--- config.mk ---
export PLATFORM = sky130hd
export DESIGN_NAME = mem_port_arbiter
export DESIGN_NICKNAME = d
export VERILOG_FILES = /design/src/rtl/mem_port_arbiter.sv
export SDC_FILE = /design/constraint.sdc
export NUM_CORES = 1
export LEC_CHECK = 0
export BUFFER_PORTS_ARGS = -buffer_cell sky130_fd_sc_hd__clkbuf_2
export CORE_AREA = 2 2 213 215
export DETAILED_ROUTE_END_ITERATION = 8
export DIE_AREA = 0 0 215 217
export SLEW_MARGIN = 20
export SYNTH_ARGS = -nofsm -noshare
export SYNTH_HDL_FRONTEND = slang
export SYNTH_SLANG_ARGS = --single-unit
--- constraint.sdc ---
create_clock -name clk -period 1.24 [get_ports clk]
set_clock_uncertainty 0.05 [all_clocks]
set_input_delay 0.124 -clock clk [delete_from_list [all_inputs] [get_ports clk]]
set_output_delay 0.124 -clock clk [all_outputs]
set_load 0.005 [all_outputs]
--- src/rtl/mem_port_arbiter.sv ---
// mem_port_arbiter: shares one memory bus between instruction fetch and data
// access, one transaction at a time, with data priority. Registered bus
// handshake, done pulses and read data; combinational stall levels.
// Optional fetch anti-starvation guard: define MEM_ARB_STARVE_GUARD_EN.
module mem_port_arbiter #(
   parameter int unsigned ADDR_W     = 64,
   parameter int unsigned DATA_W     = 64,
   parameter int unsigned STARVE_MAX = 4
) (
   input  logic                clk,
   input  logic                rst,
   input  logic                if_req,
   input  logic [ADDR_W-1:0]   if_addr,
   input  logic                if_flush,
   output logic [DATA_W-1:0]   if_rdata,
   output logic                if_done,
   input  logic                d_req,
   input  logic                d_we,
   input  logic [ADDR_W-1:0]   d_addr,
   input  logic [DATA_W-1:0]   d_wdata,
   input  logic [DATA_W/8-1:0] d_wstrb,
   output logic [DATA_W-1:0]   d_rdata,
   output logic                d_done,
   output logic                bus_req,
   output logic                bus_we,
   output logic [ADDR_W-1:0]   bus_addr,
   output logic [DATA_W-1:0]   bus_wdata,
   output logic [DATA_W/8-1:0] bus_wstrb,
   input  logic                bus_ack,
   input  logic [DATA_W-1:0]   bus_rdata,
   output logic                stall_if,
   output logic                stall_mem
);

   localparam int unsigned STRB_W = DATA_W / 8;

   typedef enum logic [1:0] {
      S_IDLE,
      S_BUSY_I,
      S_BUSY_D,
      S_BUSY_I_KILL
   } state_t;

   state_t              r_state;
   logic                r_bus_req;
   logic                r_bus_we;
   logic [ADDR_W-1:0]   r_bus_addr;
   logic [DATA_W-1:0]   r_bus_wdata;
   logic [STRB_W-1:0]   r_bus_wstrb;
   logic [DATA_W-1:0]   r_if_rdata;
   logic                r_if_done;
   logic [DATA_W-1:0]   r_d_rdata;
   logic                r_d_done;

   logic                w_fetch_ok;
   logic                w_force_fetch;

   assign w_fetch_ok = if_req && !if_flush;

`ifdef MEM_ARB_STARVE_GUARD_EN
   localparam int unsigned CNT_W = $clog2(STARVE_MAX + 1);

   logic [CNT_W-1:0] r_starve_cnt;

   assign w_force_fetch = (r_starve_cnt == CNT_W'(STARVE_MAX)) && d_req && w_fetch_ok;

   // Count data grants made while fetch waits; any fetch grant or idle-fetch data grant clears
   always_ff @(posedge clk) begin
      if (rst) begin
         r_starve_cnt <= '0;
      end else if (r_state == S_IDLE) begin
         if (d_req && !w_force_fetch) begin
            r_starve_cnt <= w_fetch_ok ? r_starve_cnt + 1'b1 : '0;
         end else if (w_fetch_ok) begin
            r_starve_cnt <= '0;
         end
      end
   end
`else
   logic w_unused_starve_max;

   assign w_force_fetch       = 1'b0;
   assign w_unused_starve_max = (STARVE_MAX != 0);
`endif

   // Grant, bus handshake and response capture; done outputs pulse for one cycle
   always_ff @(posedge clk) begin
      if (rst) begin
         r_state     <= S_IDLE;
         r_bus_req   <= 1'b0;
         r_bus_we    <= 1'b0;
         r_bus_addr  <= '0;
         r_bus_wdata <= '0;
         r_bus_wstrb <= '0;
         r_if_rdata  <= '0;
         r_if_done   <= 1'b0;
         r_d_rdata   <= '0;
         r_d_done    <= 1'b0;
      end else begin
         r_if_done <= 1'b0;
         r_d_done  <= 1'b0;
         case (r_state)
            S_IDLE: begin
               if (d_req && !w_force_fetch) begin
                  r_bus_req   <= 1'b1;
                  r_bus_we    <= d_we;
                  r_bus_addr  <= d_addr;
                  r_bus_wdata <= d_wdata;
                  r_bus_wstrb <= d_wstrb;
                  r_state     <= S_BUSY_D;
               end else if (w_fetch_ok) begin
                  r_bus_req   <= 1'b1;
                  r_bus_we    <= 1'b0;
                  r_bus_addr  <= if_addr;
                  r_bus_wdata <= '0;
                  r_bus_wstrb <= '0;
                  r_state     <= S_BUSY_I;
               end
            end
            S_BUSY_D: begin
               if (bus_ack) begin
                  r_bus_req <= 1'b0;
                  r_d_rdata <= bus_rdata;
                  r_d_done  <= 1'b1;
                  r_state   <= S_IDLE;
               end
            end
            S_BUSY_I: begin
               if (bus_ack) begin
                  r_bus_req <= 1'b0;
                  r_state   <= S_IDLE;
                  if (!if_flush) begin
                     r_if_rdata <= bus_rdata;
                     r_if_done  <= 1'b1;
                  end
               end else if (if_flush) begin
                  r_state <= S_BUSY_I_KILL;
               end
            end
            S_BUSY_I_KILL: begin
               if (bus_ack) begin
                  r_bus_req <= 1'b0;
                  r_state   <= S_IDLE;
               end
            end
            default: begin
               r_bus_req <= 1'b0;
               r_state   <= S_IDLE;
            end
         endcase
      end
   end

   assign bus_req   = r_bus_req;
   assign bus_we    = r_bus_we;
   assign bus_addr  = r_bus_addr;
   assign bus_wdata = r_bus_wdata;
   assign bus_wstrb = r_bus_wstrb;
   assign if_rdata  = r_if_rdata;
   assign if_done   = r_if_done;
   assign d_rdata   = r_d_rdata;
   assign d_done    = r_d_done;

   assign stall_if  = if_req && !r_if_done && !if_flush;
   assign stall_mem = d_req && !r_d_done;

endmodule

==> results of run 1 <==
## layout by cell type (no fill, tap or decap), types with 2 or more instances in the layout
cell | synthesis | final
a21oi_1 | 131 | 95
a21oi_2 | 0 | 36
a22o_1 | 73 | 73
buf_12 | 0 | 29
buf_4 | 18 | 36
buf_6 | 9 | 8
buf_8 | 0 | 5
clkbuf_1 | 21 | 3
clkbuf_16 | 0 | 38
clkbuf_2 | 0 | 538
clkbuf_8 | 0 | 8
clkinv_2 | 0 | 7
clkinvlp_4 | 0 | 5
dfxtp_1 | 270 | 268
dfxtp_4 | 0 | 2
dlygate4sd3_1 | 0 | 264
mux2_1 | 2 | 2
mux2_2 | 22 | 22
mux2_4 | 40 | 40
mux2i_1 | 64 | 64
nand2_1 | 257 | 255
nand2_2 | 0 | 2
nand2b_1 | 2 | 2
nand3b_1 | 2 | 2
nor2_1 | 69 | 69
nor2b_1 | 66 | 66
## metal layers
layer,GRT usage,vias to the layer above
met5,0,-
met4,0.0768,0
met2,0.294,485
met3,0.0365,122
met1,0.182,5275
li1,-,5364
## critical path: cells and delay by family, from the launching register on
family	cells	cell delay, ns
buffers and inverters	3	0.46
flip-flops	1	0.37
AND/OR/NAND/NOR	2	0.37
AO/OA/AOI/OAI	1	0.14
## kinds of logic after synthesis
kind of cell	count (synthesis)
compound gates	208
flops	270
mux	128
buf+inv	87
simple gates	401
## how the worst max path moves through the flow
stage / endpoint / slack, ns / depth (start not counted)
CTS: if_rdata[18]$_SDFFE_PP0P_ / -0.24 / 6
floorplan: bus_addr[0]$_SDFFE_PP0P_ / -0.06 / 5
global placement: bus_addr[19]$_SDFFE_PP0P_ / -0.21 / 6
detailed placement: bus_addr[19]$_SDFFE_PP0P_ / -0.22 / 6
global route: if_rdata[3]$_SDFFE_PP0P_ / -0.27 / 6
finish: if_rdata[3]$_SDFFE_PP0P_ / -0.23 / 6
## cells in the mapped netlist (2+ instances only)
cell / instances
dfxtp_1: 270
nand2b_1: 2
clkbuf_1: 21
nand2_1: 257
nor2_1: 69
mux2_2: 22
a21oi_1: 131
nand3b_1: 2
buf_4: 18
mux2_4: 40
nor2b_1: 66
mux2_1: 2
a22o_1: 73
buf_6: 9
buf_2: 39
mux2i_1: 64
## metrics by stage
step	power [mW]	util	setup slack [ns]
after global routing	23.2	0.414	-0.274
after CTS	22.3	0.404	-0.236
after detailed placement	12.5	0.321	-0.223
after floorplan	10.9	-	-0.0574
final	22.3	0.414	-0.227
after global placement	12.4	0.321	-0.208
## final cells by class
class,instances,area [um2]
fill,4244,26200
multi-input combinational,737,4740
sequential,270,5410
clock inverter,16,138
timing repair buffer,889,6570
tap,600,751
clock buffer,41,883
## timing repair
action | CTS | global route
cloned | 1 | 11
hold buffers | 264 | 0
buffers inserted | 2 | 4
pin swaps | 0 | 2
gates resized for setup | 3 | 55
hold endpoints to repair | 265 | 0
setup endpoints to repair | 385 | 475
## flip-flops by register name (all words and copies together) (netlist names)
name       cells
bus_addr      64
bus_wdata     64
d_rdata       64
if_rdata      64
bus_wstrb      8
r_state        2
bus_req        1
bus_we         1
d_done         1
if_done        1
## power breakdown
| part | leakage [nW] | total [mW] | internal, mW | switching, mW |
|---|---|---|---|---|
| Combinational | 5.79 | 3.88 | 2.25 | 1.63 |
| Clock | 0.496 | 9.02 | 5.23 | 3.78 |
| Sequential | 2.21 | 9.41 | 9.14 | 0.266 |
| Total | 8.49 | 22.3 | 16.6 | 5.68 |
==> flow_metrics.tcl, run 1 <==
set metrics [dict create \
    status "finished with violations" \
    violations "setup timing" \
    hp-start "if_addr[4]" \
    fin_ws_ns -0.227 \
    synth.avg_cell_area_um2 9.58 \
    wire_per_inst_um 16.3 \
    fmax_mhz 682 \
    setup_tns_ns -37.97 \
    setup_viol 284 \
    seq_area_frac_synth 0.516 \
    grt_usage 0.163 \
    period_share 1.18 \
    synth_nets 1365 \
    cts-root-buf "clkbuf_16" \
    rr_worst_depth 6 \
    diodes 0 \
    fin_cells 2553 \
    ys.flop_type "dfxtp_1" \
    synth_area_mm2 0.0105 \
    yosysUniqueCellTypes 25 \
    finalCriticalPeriod_ns 1.47 \
    finalHoldViolations 0 \
    crit_fanout 10 \
    route.detailed.drc 0 \
    grt_max_degree 82 \
    synth.yosys.warnings 0 \
    path_class "register to register" \
    drt_wl_total_um 41500 \
    clkTransAtPathRegs_ns 0.06 \
    top_level_ports 541 \
    r2r_slack_ns -0.23 \
    path_common_cell "buf_12" \
    report.final.slew_viol_count 0 \
    p_per_area_mw_per_mm2 1210 \
    rsz0062_at_grt "true" \
    place_congestion 0.833 \
    core_mm2 0.0447 \
    die_h_um 217 \
    synth-simple-area-share 0.164 \
    syn_inst 1094 \
    placed_cell_area_mm2 0.0143 \
    r2r-start "r_state[1]$_SDFFE_PP0P_" \
    cpPeakStageDelay_ns 0.37 \
    synthTopCellsByArea "dfxtp_1 (52%), nand2_1 (9.2%), a21oi_1 (6.3%)" \
    cts_buffers 31 \
    placedCellCount 2215 \
    synth-adder-area-share 0 \
    clock_path_buffers 3 \
    grt_pass1_vias 11632 \
    synth_mux_area_frac 0.144 \
    min_to "bus_addr[4]$_SDFFE_PP0P_" \
    grt_pass1_wl_um 61800 \
    die_area_mm2 0.0467 \
    die_w_um 215 \
    vias 11246 \
    dpl.hpwl_um 25800 \
    dr.pass1.iters 7 \
    cp.arrival_ns 1.92 \
    cap_violations 0 \
    holdWs_ns 0.0558 \
    clock-sinks 270 \
    yosysTopAreaCellShare 0.516 \
    syn_to_final_growth_pct 76.6 \
    postRouteAntennaNets 0 \
    drt-initial-drc-count 667 \
    cp_slowest_cell "dfxtp_4" \
    row_count 78 \
    clock_latency_ns 0.58 \
    antenna_found_initial 0 \
    slew_headroom 0.712 \
    critPathRequiredTime_ns 1.69 \
    wl_met1_um 15900 \
    crit_path_end_kind "register" \
    synth_top_family_by_area "simple AND/OR/NAND/NOR gates" \
    synth_edf_count 0 \
    p_leak_nw 8.49 \
    stdcell_area_mm2 0.0185 \
    synth_compound_area_frac 0.127 \
    drive_gt1_frac 0.403 \
    initial_core_util 0.234 \
    h-tree-depth 1 \
    synthArstFlopShare 0 \
    cts_tree "built" \
    worstPathCellList "buf_12, and4bb_2, buf_12, clkbuf_16, nand2_1, a21oi_1" \
    crit_start "r_state[1]$_SDFFE_PP0P_" \
    viasPerCell 4.41 \
    io_buffers 540 \
    highest_layer "met4" \
    r2r_end "if_rdata[3]$_SDFFE_PP0P_" \
    max-vdd-ir-drop_mv 0.877 \
    synth_top_area_cell "dfxtp_1" \
    cp-start-kind "register" \
    wl_met2_um 20800 \
    worstMarginPinSlew_ns 0.433 \
    synth_xor_xnor_area_share 0 \
    nNetsFinal 2200 \
    holdPathStages 4 \
    grt-ovfl-total 0 \
    hp-class "primary input to register" \
    wl_met3_um 2960 \
    ys_ff_latch 270 \
]
Power figures use the tool's default switching activity.
==> run 2, diff against run 1 <==
Settings changed: PLACE_DENSITY set to 0.58.
==> run 2 against run 1 <==
The flow still finishes with violations (setup timing). Global-route usage decreased by 0.27 points. Hold slack got worse by 0.0052 ns. Sequential cell count unchanged. Maximum frequency decreased by 2.6%. Die area unchanged. Sequential share of layout area decreased by 0.15 points. Worst setup slack got worse by 0.039 ns.
==> flow_metrics.tcl, run 2 (synthesis gave the netlist of run 1 again) <==
set metrics [dict create \
    seqPwrFrac 0.418 \
    cp-start-kind "register" \
    dpl.hpwl_um 26100 \
    fmax_mhz 664 \
    grt_max_degree 101 \
    placed_cell_area_mm2 0.0142 \
    p_sw_mw 5.65 \
    report.final.slew_viol_count 0 \
    worstMarginPinSlew_ns 0.555 \
    layout_commonest_cell "clkbuf_2" \
    p_comb_frac 0.174 \
    cts-root-buf "clkbuf_16" \
    max-vdd-ir-drop_mv 0.964 \
    stdcell_area_mm2 0.0186 \
    route.detailed.drc 0 \
    worstPathCellList "nor2_4, o21ai_4, buf_12, clkbuf_16, mux2_4" \
    setup_viol 275 \
    fin_ws_ns -0.266 \
    p_total_mw 22.5 \
    top_level_ports 541 \
    critPathTopFamily "flip-flops" \
    hp-class "primary input to register" \
    cpPeakStageDelay_ns 0.37 \
    r2r_end "bus_addr[50]$_SDFFE_PP0P_" \
    finalHoldViolations 0 \
    cts_buffers 30 \
    fin_cells 2553 \
    h-tree-depth 1 \
    clock_latency_ns 0.58 \
    cp_num_buf_inv 2 \
    nNetsFinal 2201 \
    io_buffers 540 \
    core_mm2 0.0447 \
    wire_per_inst_um 16.6 \
    p_leak_nw 8.58 \
    vias 11196 \
    fin_util 0.416 \
    clock-sinks 270 \
    syn_to_final_growth_pct 77.4 \
    finalCriticalPeriod_ns 1.51 \
    postRouteAntennaNets 0 \
    critical_path_depth 5 \
    clock_path_buffers 3 \
    slew_headroom 0.630 \
    place_congestion 0.820 \
    row_count 78 \
    rsz0062_at_grt "true" \
    p_per_area_mw_per_mm2 1210 \
    cp-endpoint "bus_addr[50]$_SDFFE_PP0P_" \
    violations "setup timing" \
    grt_pass1_vias 11210 \
    clkTransAtPathRegs_ns 0.06 \
    setup_tns_ns -55.45 \
    cp_slowest_cell "dfxtp_4" \
    r2r-start "r_state[0]$_SDFFE_PP0P_" \
    r2r_slack_ns -0.27 \
    antenna_found_initial 1 \
    crit_start "r_state[0]$_SDFFE_PP0P_" \
    most-common-layout-cells "clkbuf_2 (538), dlygate4sd3_1 (270), dfxtp_1 (268), nand2_1 (243), a21oi_1 (102)" \
    grt-ovfl-total 0 \
    placedCellCount 2210 \
    cts_tree "built" \
    cp.arrival_ns 1.92 \
    crit_fanout 7 \
    grt_pass1_wl_um 60600 \
    die_area_mm2 0.0467 \
    path_class "register to register" \
    p_clk_frac 0.408 \
    nFillCells 4259 \
    die_w_um 215 \
    period_share 1.21 \
    crit_path_end_kind "register" \
    cap_violations 0 \
    dr.pass1.iters 5 \
    die_h_um 217 \
    drt-initial-drc-count 744 \
    place_ws_ns -0.373 \
    intPower_mw 16.8 \
    rr_worst_depth 5 \
    status "finished with violations" \
    holdWs_ns 0.0506 \
    drive_gt1_frac 0.403 \
    swShare 0.251 \
    grt_usage 0.160 \
    critPathRequiredTime_ns 1.65 \
    viasPerCell 4.39 \
    initial_core_util 0.234 \
    drt_wl_total_um 42400 \
]
## run 2: routing by layer
metal	share of wire	vias up	track usage
met5	0	-	0
met4	0.043	0	0.0777
met3	0.059	124	0.0299
met2	0.49	471	0.284
met1	0.41	5247	0.186
li1	-	5354	-
## run 2: power groups by stage
stage	combinational (mW)	clock, mW	sequential (mW)
final	3.92	9.16	9.40
after CTS	3.60	9.41	9.38
after global routing	4.18	9.73	9.44
after detailed placement	2.86	0	9.57
after global placement	2.81	0	9.56
after floorplan	1.36	0	9.59
## run 2: area by class of cell
cell class | instances | area [um2] | area share
Timing Repair Buffer | 891 | 6570 | 0.354
Sequential cell | 270 | 5410 | 0.291
Multi-Input combinational cell | 737 | 4820 | 0.259
Clock buffer | 39 | 845 | 0.0454
Tap cell | 600 | 751 | 0.0404
Clock inverter | 15 | 186 | 0.0100
Antenna cell | 1 | 2.50 | 0.000135
## run 2: worst min path at each step
stage	startpoint	to	depth (start not counted)
6_report	rst	r_state[1]$_SDFFE_PP0P_	3
5_1_grt	rst	r_state[1]$_SDFFE_PP0P_	3
4_1_cts	rst	r_state[1]$_SDFFE_PP0P_	3
3_5_place_dp	d_wdata[0]	bus_wdata[0]$_SDFFE_PP0P_	2
3_3_place_gp	d_wdata[29]	bus_wdata[29]$_SDFFE_PP0P_	2
2_1_floorplan	d_wdata[0]	bus_wdata[0]$_SDFFE_PP0P_	1
## run 2: what timing repair did
action                     in CTS  in global routing
gates cloned                    1                 12
setup endpoints to repair     350                444
hold endpoints to repair      268                  0
buffers inserted                1                  4
hold buffers                  270                  0
resized for setup              10                 75
pin swaps                       2                 24
## run 2: worst min-delay path, delay by kind of cell
| kind | cells | cell delay, ns |
|---|---|---|
| buffers and inverters | 2 | 0.39 |
| and+or+nand+nor | 1 | 0.12 |
